## src/rtl/arm_pkg.sv

```systemverilog
// Shared definitions for the ARM pipeline: execute commands, NZCV bit positions
// and the signed-overflow helpers used by the ALU.
package arm_pkg;

    localparam logic [3:0] EXE_MOV = 4'b0001;
    localparam logic [3:0] EXE_MVN = 4'b1001;
    localparam logic [3:0] EXE_ADD = 4'b0010;
    localparam logic [3:0] EXE_ADC = 4'b0011;
    localparam logic [3:0] EXE_SUB = 4'b0100;
    localparam logic [3:0] EXE_SBC = 4'b0101;
    localparam logic [3:0] EXE_AND = 4'b0110;
    localparam logic [3:0] EXE_ORR = 4'b0111;
    localparam logic [3:0] EXE_EOR = 4'b1000;

    localparam int FLAG_N = 3;
    localparam int FLAG_Z = 2;
    localparam int FLAG_C = 1;
    localparam int FLAG_V = 0;

    // Addition overflows when both operands share a sign that the result lacks.
    function automatic logic add_ovf(input logic a_msb, input logic b_msb, input logic r_msb);
        return (a_msb == b_msb) && (r_msb != a_msb);
    endfunction

    // Subtraction overflows when operand signs differ and the result flips from a.
    function automatic logic sub_ovf(input logic a_msb, input logic b_msb, input logic r_msb);
        return (a_msb != b_msb) && (r_msb != a_msb);
    endfunction

endpackage

```

## src/rtl/exe_alu.sv

```systemverilog
// Combinational ALU of the execute stage: result plus candidate NZCV flags.
// flag_upd is low for unknown commands so the caller leaves status untouched.
module exe_alu
    import arm_pkg::*;
#(
    parameter int DATA_W = 32
) (
    input  logic [3:0]        exe_cmd,
    input  logic [DATA_W-1:0] val1,
    input  logic [DATA_W-1:0] val2,
    input  logic              carry_in,
    input  logic              ovf_in,
    output logic [DATA_W-1:0] res,
    output logic [3:0]        nzcv,
    output logic              flag_upd
);

    logic [DATA_W:0]   sum_s;
    logic [DATA_W-1:0] res_s;
    logic              c_s;
    logic              v_s;
    logic              upd_s;
    logic [DATA_W:0]   cin_ext_s;

    assign cin_ext_s = {{DATA_W{1'b0}}, carry_in};

    // Operation decode; subtraction uses a + ~b + 1 so bit DATA_W is the not-borrow.
    always_comb begin
        sum_s = {(DATA_W+1){1'b0}};
        res_s = {DATA_W{1'b0}};
        c_s   = carry_in;
        v_s   = ovf_in;
        upd_s = 1'b0;
        case (exe_cmd)
            EXE_MOV: begin
                res_s = val2;
                upd_s = 1'b1;
            end
            EXE_MVN: begin
                res_s = ~val2;
                upd_s = 1'b1;
            end
            EXE_ADD, EXE_ADC: begin
                sum_s = {1'b0, val1} + {1'b0, val2}
                      + ((exe_cmd == EXE_ADC) ? cin_ext_s : {(DATA_W+1){1'b0}});
                res_s = sum_s[DATA_W-1:0];
                c_s   = sum_s[DATA_W];
                v_s   = add_ovf(val1[DATA_W-1], val2[DATA_W-1], sum_s[DATA_W-1]);
                upd_s = 1'b1;
            end
            EXE_SUB, EXE_SBC: begin
                sum_s = {1'b0, val1} + {1'b0, ~val2}
                      + ((exe_cmd == EXE_SBC) ? cin_ext_s : {{DATA_W{1'b0}}, 1'b1});
                res_s = sum_s[DATA_W-1:0];
                c_s   = sum_s[DATA_W];
                v_s   = sub_ovf(val1[DATA_W-1], val2[DATA_W-1], sum_s[DATA_W-1]);
                upd_s = 1'b1;
            end
            EXE_AND: begin
                res_s = val1 & val2;
                upd_s = 1'b1;
            end
            EXE_ORR: begin
                res_s = val1 | val2;
                upd_s = 1'b1;
            end
            EXE_EOR: begin
                res_s = val1 ^ val2;
                upd_s = 1'b1;
            end
            default: begin
                res_s = {DATA_W{1'b0}};
                upd_s = 1'b0;
            end
        endcase
    end

    assign res      = res_s;
    assign nzcv     = {res_s[DATA_W-1], (res_s == {DATA_W{1'b0}}), c_s, v_s};
    assign flag_upd = upd_s;

endmodule

```

## src/rtl/exe_stage.sv

```systemverilog
// Execute stage: ALU, NZCV status register, branch target adder and the
// EXE/MEM pipeline register, all held while the memory stage freezes.
module exe_stage
    import arm_pkg::*;
#(
    parameter int DATA_W = 32,
    parameter int REG_W  = 4
) (
    input  logic              clk,
    input  logic              rst_n,
    input  logic              freeze,
    input  logic              valid_in,
    input  logic [3:0]        exe_cmd,
    input  logic              s_in,
    input  logic              b_in,
    input  logic              mem_r_en_in,
    input  logic              mem_w_en_in,
    input  logic              wb_en_in,
    input  logic [DATA_W-1:0] pc_in,
    input  logic [DATA_W-1:0] val1,
    input  logic [DATA_W-1:0] val2,
    input  logic [DATA_W-1:0] st_val_in,
    input  logic [23:0]       imm24,
    input  logic [REG_W-1:0]  dest_in,
    output logic              branch_taken,
    output logic [DATA_W-1:0] branch_addr,
    output logic [3:0]        status,
    output logic [DATA_W-1:0] alu_res,
    output logic [DATA_W-1:0] st_val,
    output logic [REG_W-1:0]  dest,
    output logic              wb_en,
    output logic              mem_r_en,
    output logic              mem_w_en,
    output logic              valid
);

    logic [3:0]        status_q,   status_d;
    logic [DATA_W-1:0] alu_res_q,  alu_res_d;
    logic [DATA_W-1:0] st_val_q,   st_val_d;
    logic [REG_W-1:0]  dest_q,     dest_d;
    logic              wb_en_q,    wb_en_d;
    logic              mem_r_en_q, mem_r_en_d;
    logic              mem_w_en_q, mem_w_en_d;
    logic              valid_q,    valid_d;

    logic [DATA_W-1:0] alu_res_s;
    logic [3:0]        alu_nzcv_s;
    logic              alu_upd_s;
    logic              flag_wr_s;
    logic              wr_ok_s;
    logic [DATA_W-1:0] br_off_s;

    exe_alu #(
        .DATA_W (DATA_W)
    ) u_alu (
        .exe_cmd  (exe_cmd),
        .val1     (val1),
        .val2     (val2),
        .carry_in (status_q[FLAG_C]),
        .ovf_in   (status_q[FLAG_V]),
        .res      (alu_res_s),
        .nzcv     (alu_nzcv_s),
        .flag_upd (alu_upd_s)
    );

    // Loads and stores carry S=1 from ID but must never touch the flags.
    assign flag_wr_s = valid_in & s_in & ~mem_r_en_in & ~mem_w_en_in & ~b_in
                     & ~freeze & alu_upd_s;
    assign wr_ok_s   = valid_in & ~b_in;

    assign br_off_s     = {{(DATA_W-26){imm24[23]}}, imm24, 2'b00};
    assign branch_addr  = pc_in + br_off_s;
    assign branch_taken = valid_in & b_in & ~freeze;

    // Next-state for status and the EXE/MEM register; freeze holds everything.
    always_comb begin
        status_d   = status_q;
        alu_res_d  = alu_res_q;
        st_val_d   = st_val_q;
        dest_d     = dest_q;
        wb_en_d    = wb_en_q;
        mem_r_en_d = mem_r_en_q;
        mem_w_en_d = mem_w_en_q;
        valid_d    = valid_q;
        if (flag_wr_s) begin
            status_d = alu_nzcv_s;
        end else begin
            status_d = status_q;
        end
        if (!freeze) begin
            alu_res_d  = alu_res_s;
            st_val_d   = st_val_in;
            dest_d     = dest_in;
            wb_en_d    = wb_en_in & wr_ok_s;
            mem_r_en_d = mem_r_en_in & wr_ok_s;
            mem_w_en_d = mem_w_en_in & wr_ok_s;
            valid_d    = valid_in;
        end else begin
            valid_d    = valid_q;
        end
    end

    // State registers with synchronous active-low reset overriding freeze.
    always_ff @(posedge clk) begin
        if (!rst_n) begin
            status_q   <= 4'b0000;
            alu_res_q  <= {DATA_W{1'b0}};
            st_val_q   <= {DATA_W{1'b0}};
            dest_q     <= {REG_W{1'b0}};
            wb_en_q    <= 1'b0;
            mem_r_en_q <= 1'b0;
            mem_w_en_q <= 1'b0;
            valid_q    <= 1'b0;
        end else begin
            status_q   <= status_d;
            alu_res_q  <= alu_res_d;
            st_val_q   <= st_val_d;
            dest_q     <= dest_d;
            wb_en_q    <= wb_en_d;
            mem_r_en_q <= mem_r_en_d;
            mem_w_en_q <= mem_w_en_d;
            valid_q    <= valid_d;
        end
    end

    assign status   = status_q;
    assign alu_res  = alu_res_q;
    assign st_val   = st_val_q;
    assign dest     = dest_q;
    assign wb_en    = wb_en_q;
    assign mem_r_en = mem_r_en_q;
    assign mem_w_en = mem_w_en_q;
    assign valid    = valid_q;

endmodule

```

## config.mk

```make
export PLATFORM = sky130hd
export DESIGN_NAME = exe_stage
export DESIGN_NICKNAME = d
export VERILOG_FILES = /design/src/rtl/arm_pkg.sv /design/src/rtl/exe_alu.sv /design/src/rtl/exe_stage.sv
export SDC_FILE = /design/constraint.sdc
export NUM_CORES = 1
export LEC_CHECK = 0
export ABC_AREA = 1
export CAP_MARGIN = 5
export CORE_ASPECT_RATIO = 1.25
export CORE_MARGIN = 3
export CORE_UTILIZATION = 35
export DETAILED_ROUTE_END_ITERATION = 10
export PLACE_DENSITY = 0.72
export SLEW_MARGIN = 25
export SYNTH_ARGS = -nofsm -noshare
export SYNTH_HDL_FRONTEND = slang
export SYNTH_SLANG_ARGS = --single-unit
```

## constraint.sdc

```tcl
create_clock -name clk -period 9.45 [get_ports clk]
set_input_delay 1.89 -clock clk [delete_from_list [all_inputs] [get_ports clk]]
set_output_delay 1.89 -clock clk [all_outputs]
set_load 0.03 [all_outputs]
```

# Word-level counts from Yosys, hierarchy flattened
# Index checks and enable logic that the tools add are counted.
# word_totals
reg_bits,76
inputBits,169
output_inout_bits,109
# classes
muxes,6
eq_ne,13
reduce_logical,8
n_bitwise,20
add_sub_neg,5
# op_table
op,count
one-hot mux 32 bit (7 select lines),1
adder 32 x 32 -> 33 bit,2
adder 33 bit,2
adder 32 bit,1
AND 32 bit,1
zero test 32 bit,1
inverter 32 bit,1
OR 32 bit,1
bitwise XOR 32 bit,1
"== test 4 x 3 -> 1 bit, second input constant",4
AND 1 bit,12
OR reduction 9 bit,1
"== test 4 x 2 -> 1 bit, second input constant",2
"== test 4 bit, second input constant",2
"== test 4 x 1 -> 1 bit, second input constant",1
inverter 1 bit,4
one-hot mux 1 bit (2 select lines),2
OR reduction 2 bit,2
two-way mux 1 bit,3
inequality test 1 bit,3
logical AND 1 bit,2
AND reduction 2 bit,1
nonzero test 2 bit,1
== test 1 bit,1

# Longest topological paths before layout
# depth
depth_word,7
mapped_depth,21
mapped_depth_nobuf,21

# By module
# A second synthesis with hierarchy kept.
# hier_totals
hier_cells,2217
area_unflattened_um2,11907.7
# modules_own_cells
mod,cells_each,n_inst,seq_area_each_um2,area_each_um2
exe_alu,1433,1,0.0,7051.8
exe_stage,784,1,1521.5,4855.9

# Worst setup path after synthesis
# OpenSTA, ideal clock, no wires.
# synth_timing
path_type,input -> output
from,input port pc_in[2]
to,output port branch_addr[28]
arrival_time_ns,4.026
path_buffers,0
required_ns,7.560
path_slack_ns,3.534
cell_stages,11
cell_sequence,ha_1 -> inv_1 -> fa_1 -> o21ai_1 -> a21oi_1 -> o21ai_2 -> a21oi_2 -> o21bai_1 -> a21o_1 -> a21oi_1 -> xor2_1
# synth_between
elab_chain_cells,1
# synth_lines
element,line,rtl
"start, declared",exe_stage.sv:19,"input logic [DATA_W-1:0] pc_in,"
adder 32 bit,exe_stage.sv:72,assign branch_addr = pc_in + br_off_s;
"end, declared",exe_stage.sv:26,"output logic [DATA_W-1:0] branch_addr,"
# No other way between the ends.

# Final worst setup path
# layout_timing
from,input port imm24[0]
to,output port branch_addr[28]
# layout_between
elab_chain_cells,1
# layout_lines
element,line,rtl
"start, declared",exe_stage.sv:23,"input logic [23:0] imm24,"
adder 32 bit,exe_stage.sv:72,
# No other way between the ends.

==> qor.log <==
qor: final_layout.top_library_cells_by_usage_in_the_layout_fill_and_taps_aside sky130_fd_sc_hd__nand2_1, sky130_fd_sc_hd__inv_1, sky130_fd_sc_hd__nor2_1
qor: timing.finalMaxSlewViolations 0
qor: place.replace_congestion 0.955
qor: yosys.synth_cell_types 46
qor: floorplanning.chipWidth 167 um
qor: power.static-leakage-power 7.55 nW
qor: yosys.syn-mean-instance-area 5.58 sq um
qor: timing.final.hold.worst_slack 0.470 ns
qor: final_layout.final_util 0.455
qor: global_routing.grt_overflow 0
qor: final_layout.layout.cells.most_common sky130_fd_sc_hd__nand2_1
qor: global_routing.grt_use_total 0.251
qor: place.detailed_place.area 14,200 sq um
qor: clocking.cts_tree done
qor: power.comb_power_share 0.551
qor: clocking.cts-resized-gates 0
qor: critical_path.critPathCapture branch_addr[28]
qor: place.dp.cells 2,648
qor: clocking.holdBufCountCts 0
qor: yosys.synth-edff-count 0
qor: timing.finalCritPeriodShare 0.760
qor: clocking.cts_sinks 76
qor: timing.layout_setup_ws 2.26 ns
qor: run.maxCapViolations 0
qor: yosys.synth_top_flop_cell sky130_fd_sc_hd__dfxtp_1
qor: yosys.post-synth-top-area-cell sky130_fd_sc_hd__nand2_1
qor: power.pwr-share-clk 0.216
qor: yosys.post-synth-top-area-fraction 0.176
qor: timing.finalSetupTns 0 ns
qor: power.share_of_total_power_in_sequential_cells 0.233
qor: floorplanning.rows 73
qor: power.vdd_ir_drop_max 112 uV
qor: global_routing.first_global_vias 13,200
qor: critical_path.critPathKind input pin to output port
qor: timing.slew_headroom 0.366
qor: floorplanning.initial_utilization 0.355
qor: clocking.ctsLongestPathBuffers 2
qor: clocking.master_cell_of_the_clock_root_buffer sky130_fd_sc_hd__clkbuf_16
qor: yosys.syn_nets 2,324
qor: critical_path.critical-path-slowest-cell sky130_fd_sc_hd__clkdlybuf4s50_1
qor: place.dp_hpwl 37,700 um
qor: power.total_switching_power 0.684 mW
qor: timing.max_freq 139 MHz
qor: critical_path.r2r_cells 18
qor: floorplanning.die_area 34,500 sq um
qor: global_routing.wire_length_of_the_first_global_routing_pass 70,400 um
qor: power.p_int 0.832 mW
qor: critical_path.max_stage_delay 0.69 ns
qor: clocking.worstSkewPairLatency 0.33 ns
qor: timing.rsz0062_at_grt no
qor: power.powerDensity 105 nW/um^2
qor: power.post-layout-total-power 1.52 mW
qor: critical_path.critPathRequiredTime 7.56 ns
qor: power.power_switching_share 0.451
qor: min_path.timing.hold.worst.class flip-flop to flip-flop
qor: final_layout.drive_above_1_share 0.0315
qor: final_layout.n_fill_cell 3,457
qor: status.result_of_the_run completed
qor: global_routing.grt_max_degree 83
qor: timing.fin_crit 7.19 ns
qor: yosys.postSynthCellCount 2,026
qor: critical_path.arrival 5.30 ns
qor: critical_path.setup.reg_to_reg.worst_slack 5.89 ns
qor: drt.final_antenna_net_count 0
qor: clocking.htree_levels 3
qor: drt.dr_total_vias 13,500
qor: place.place.port_buffers 273
qor: yosys.postSynth.asyncResetShare 0
qor: floorplanning.chipHeight 207 um
qor: critical_path.critical_path.max_fanout 4
qor: drt.post_drt_via_cell_ratio 5.08
qor: yosys.synthesis.area 11,300 sq um
qor: critical_path.critPathLaunch imm24[0]
qor: final_layout.stdcell_area 14,500 sq um
qor: global_routing.antenna_violations_before_repair 1
qor: critical_path.worst_setup_path_start_kind input pin
qor: final_layout.multiInputGateArea 8020 sq um
qor: clocking.worst_setup_hold_path_clk_slew 0.06 ns
qor: drt.drc_errors 0
qor: critical_path.worstReg2RegStart status[1]
qor: critical_path.timing.critical_path.cells clkdlybuf4s50_1, ha_1, inv_1, fa_1, o21ai_1, a21oi_1, o21ai_2, a21oi_2, o21bai_1, a21o_1, a21oi_1, xor2_1, clkdlybuf4s50_1
qor: drt.detail_route.first_pass.iterations 5
qor: timing.worst_slew_pin_slew 0.950 ns
qor: timing.hold_violations 0
qor: critical_path.r2r_end status[2]
qor: timing.final-setup-viol-count 0
qor: critical_path.worst_setup_path_end_kind output port
qor: floorplanning.core-area 31,900 sq um
qor: timing.timing.clock.skew 0.00516 ns
qor: drt.detail_route.iter0.violations 1,001
qor: final_layout.post_layout_nonfiller_instances 2,665
qor: place.place_ws 2.26 ns
qor: yosys.synthesis.yosys.warnings 0
qor: drt.finalWirelength 45,400 um
qor: final_layout.final-seq-area 1520 sq um
qor: clocking.cts-buffers-inserted 9
qor: floorplanning.top_level_ports 278
qor: drt.average_wire_per_cell_in_the_routed_design 17.0 um
qor: final_layout.synthToLayoutAreaGrowth 28.1%
qor: clocking.postCtsSetupBuffers 0
qor: yosys.yosys-top-cells-area sky130_fd_sc_hd__nand2_1, sky130_fd_sc_hd__ha_1, sky130_fd_sc_hd__dfxtp_1
qor: final_layout.design.final.nets 2,545
qor: yosys.number_of_storage_elements_in_the_synthesis_netlist 76
qor: yosys.yosysSeqAreaShare 0.134
[flip-flops by register name, indices dropped and copies added (netlist names)]
| name | cells |
|---|---|
| alu_res | 32 |
| dest | 4 |
| mem_r_en | 1 |
| mem_w_en | 1 |
| st_val | 32 |
| status | 4 |
| valid | 1 |
| wb_en | 1 |
[synth_stat cells (2+ instances only)]
library cell	number
sky130_fd_sc_hd__a211oi_1	19
sky130_fd_sc_hd__and2_1	3
sky130_fd_sc_hd__nand4_1	23
sky130_fd_sc_hd__nor3_1	13
sky130_fd_sc_hd__fa_1	5
sky130_fd_sc_hd__clkbuf_2	2
sky130_fd_sc_hd__o21ai_0	103
sky130_fd_sc_hd__nand2_2	11
sky130_fd_sc_hd__clkbuf_1	23
sky130_fd_sc_hd__xor2_1	24
sky130_fd_sc_hd__o21ai_1	5
sky130_fd_sc_hd__a21oi_2	7
sky130_fd_sc_hd__buf_4	24
sky130_fd_sc_hd__dfxtp_1	76
sky130_fd_sc_hd__buf_6	3
sky130_fd_sc_hd__nand3_1	153
sky130_fd_sc_hd__o21ai_2	2
sky130_fd_sc_hd__o221ai_1	2
sky130_fd_sc_hd__o21bai_1	10
sky130_fd_sc_hd__nand3_2	3
sky130_fd_sc_hd__nand3b_1	4
sky130_fd_sc_hd__a31oi_1	3
sky130_fd_sc_hd__o211ai_1	16
sky130_fd_sc_hd__and3_1	3
sky130_fd_sc_hd__nand2_1	529
sky130_fd_sc_hd__nor2_2	11
sky130_fd_sc_hd__inv_1	360
sky130_fd_sc_hd__a21oi_1	84
sky130_fd_sc_hd__nor2_1	287
sky130_fd_sc_hd__inv_2	9
sky130_fd_sc_hd__a21o_1	2
sky130_fd_sc_hd__o22ai_1	48
sky130_fd_sc_hd__buf_2	15
sky130_fd_sc_hd__nor4_1	3
sky130_fd_sc_hd__xnor2_1	7
sky130_fd_sc_hd__ha_1	124
[worst max-delay path, delay by kind of cell]
family	cells	cell delay (ns)
xor+xnor	1	0.13
buf+inv	3	1.22
fa+ha+maj	2	0.57
compound gates	7	1.48
[power groups by stage]
stage               clock network (mW)  logic (mW)  registers, mW
finish                           0.327       0.835          0.353
global route                     0.351       0.911          0.356
CTS                              0.337       0.831          0.354
detailed placement                   0       0.828          0.361
global placement                     0       0.822          0.359
floorplan                            0       0.465          0.403
[layout make-up]
type / count / share of cell area
Antenna cell: 1 / 0.000173
Clock buffer: 9 / 0.0155
Clock inverter: 7 / 0.00397
Inverter: 370 / 0.0958
Multi-Input combinational cell: 1512 / 0.553
Sequential cell: 76 / 0.105
Tap cell: 412 / 0.0356
Timing Repair Buffer: 278 / 0.190
[logic make-up after synthesis]
family / Yosys count / synth area share
AO/OA/AOI/OAI: 307 / 0.157
buffers and inverters: 438 / 0.157
AND/OR/NAND/NOR: 1045 / 0.381
flip-flops: 76 / 0.134
adder cells (fa/ha/maj): 129 / 0.146
XOR/XNOR: 31 / 0.0240
[how the worst min path moves through the flow]
stage,startpoint,to,slack [ns],cells after the start
final,mem_r_en,mem_r_en,0.47,2
after global routing,mem_r_en,mem_r_en,0.49,2
after CTS,mem_r_en,mem_r_en,0.47,2
after detailed placement,mem_r_en,mem_r_en,0.46,2
after global placement,wb_en,wb_en,0.45,2
after floorplan,status[0],status[0],0.47,2
[per-layer routing]
layer / up-vias / global-route usage / share of wire
met3: 118 / 0.0403 / 0.056
li1: 6838 / - / -
met1: 6101 / 0.283 / 0.40
met5: - / 0 / 0
met4: 0 / 0.116 / 0.053
met2: 488 / 0.461 / 0.49
Note: power is estimated with default switching activity, not from simulation.
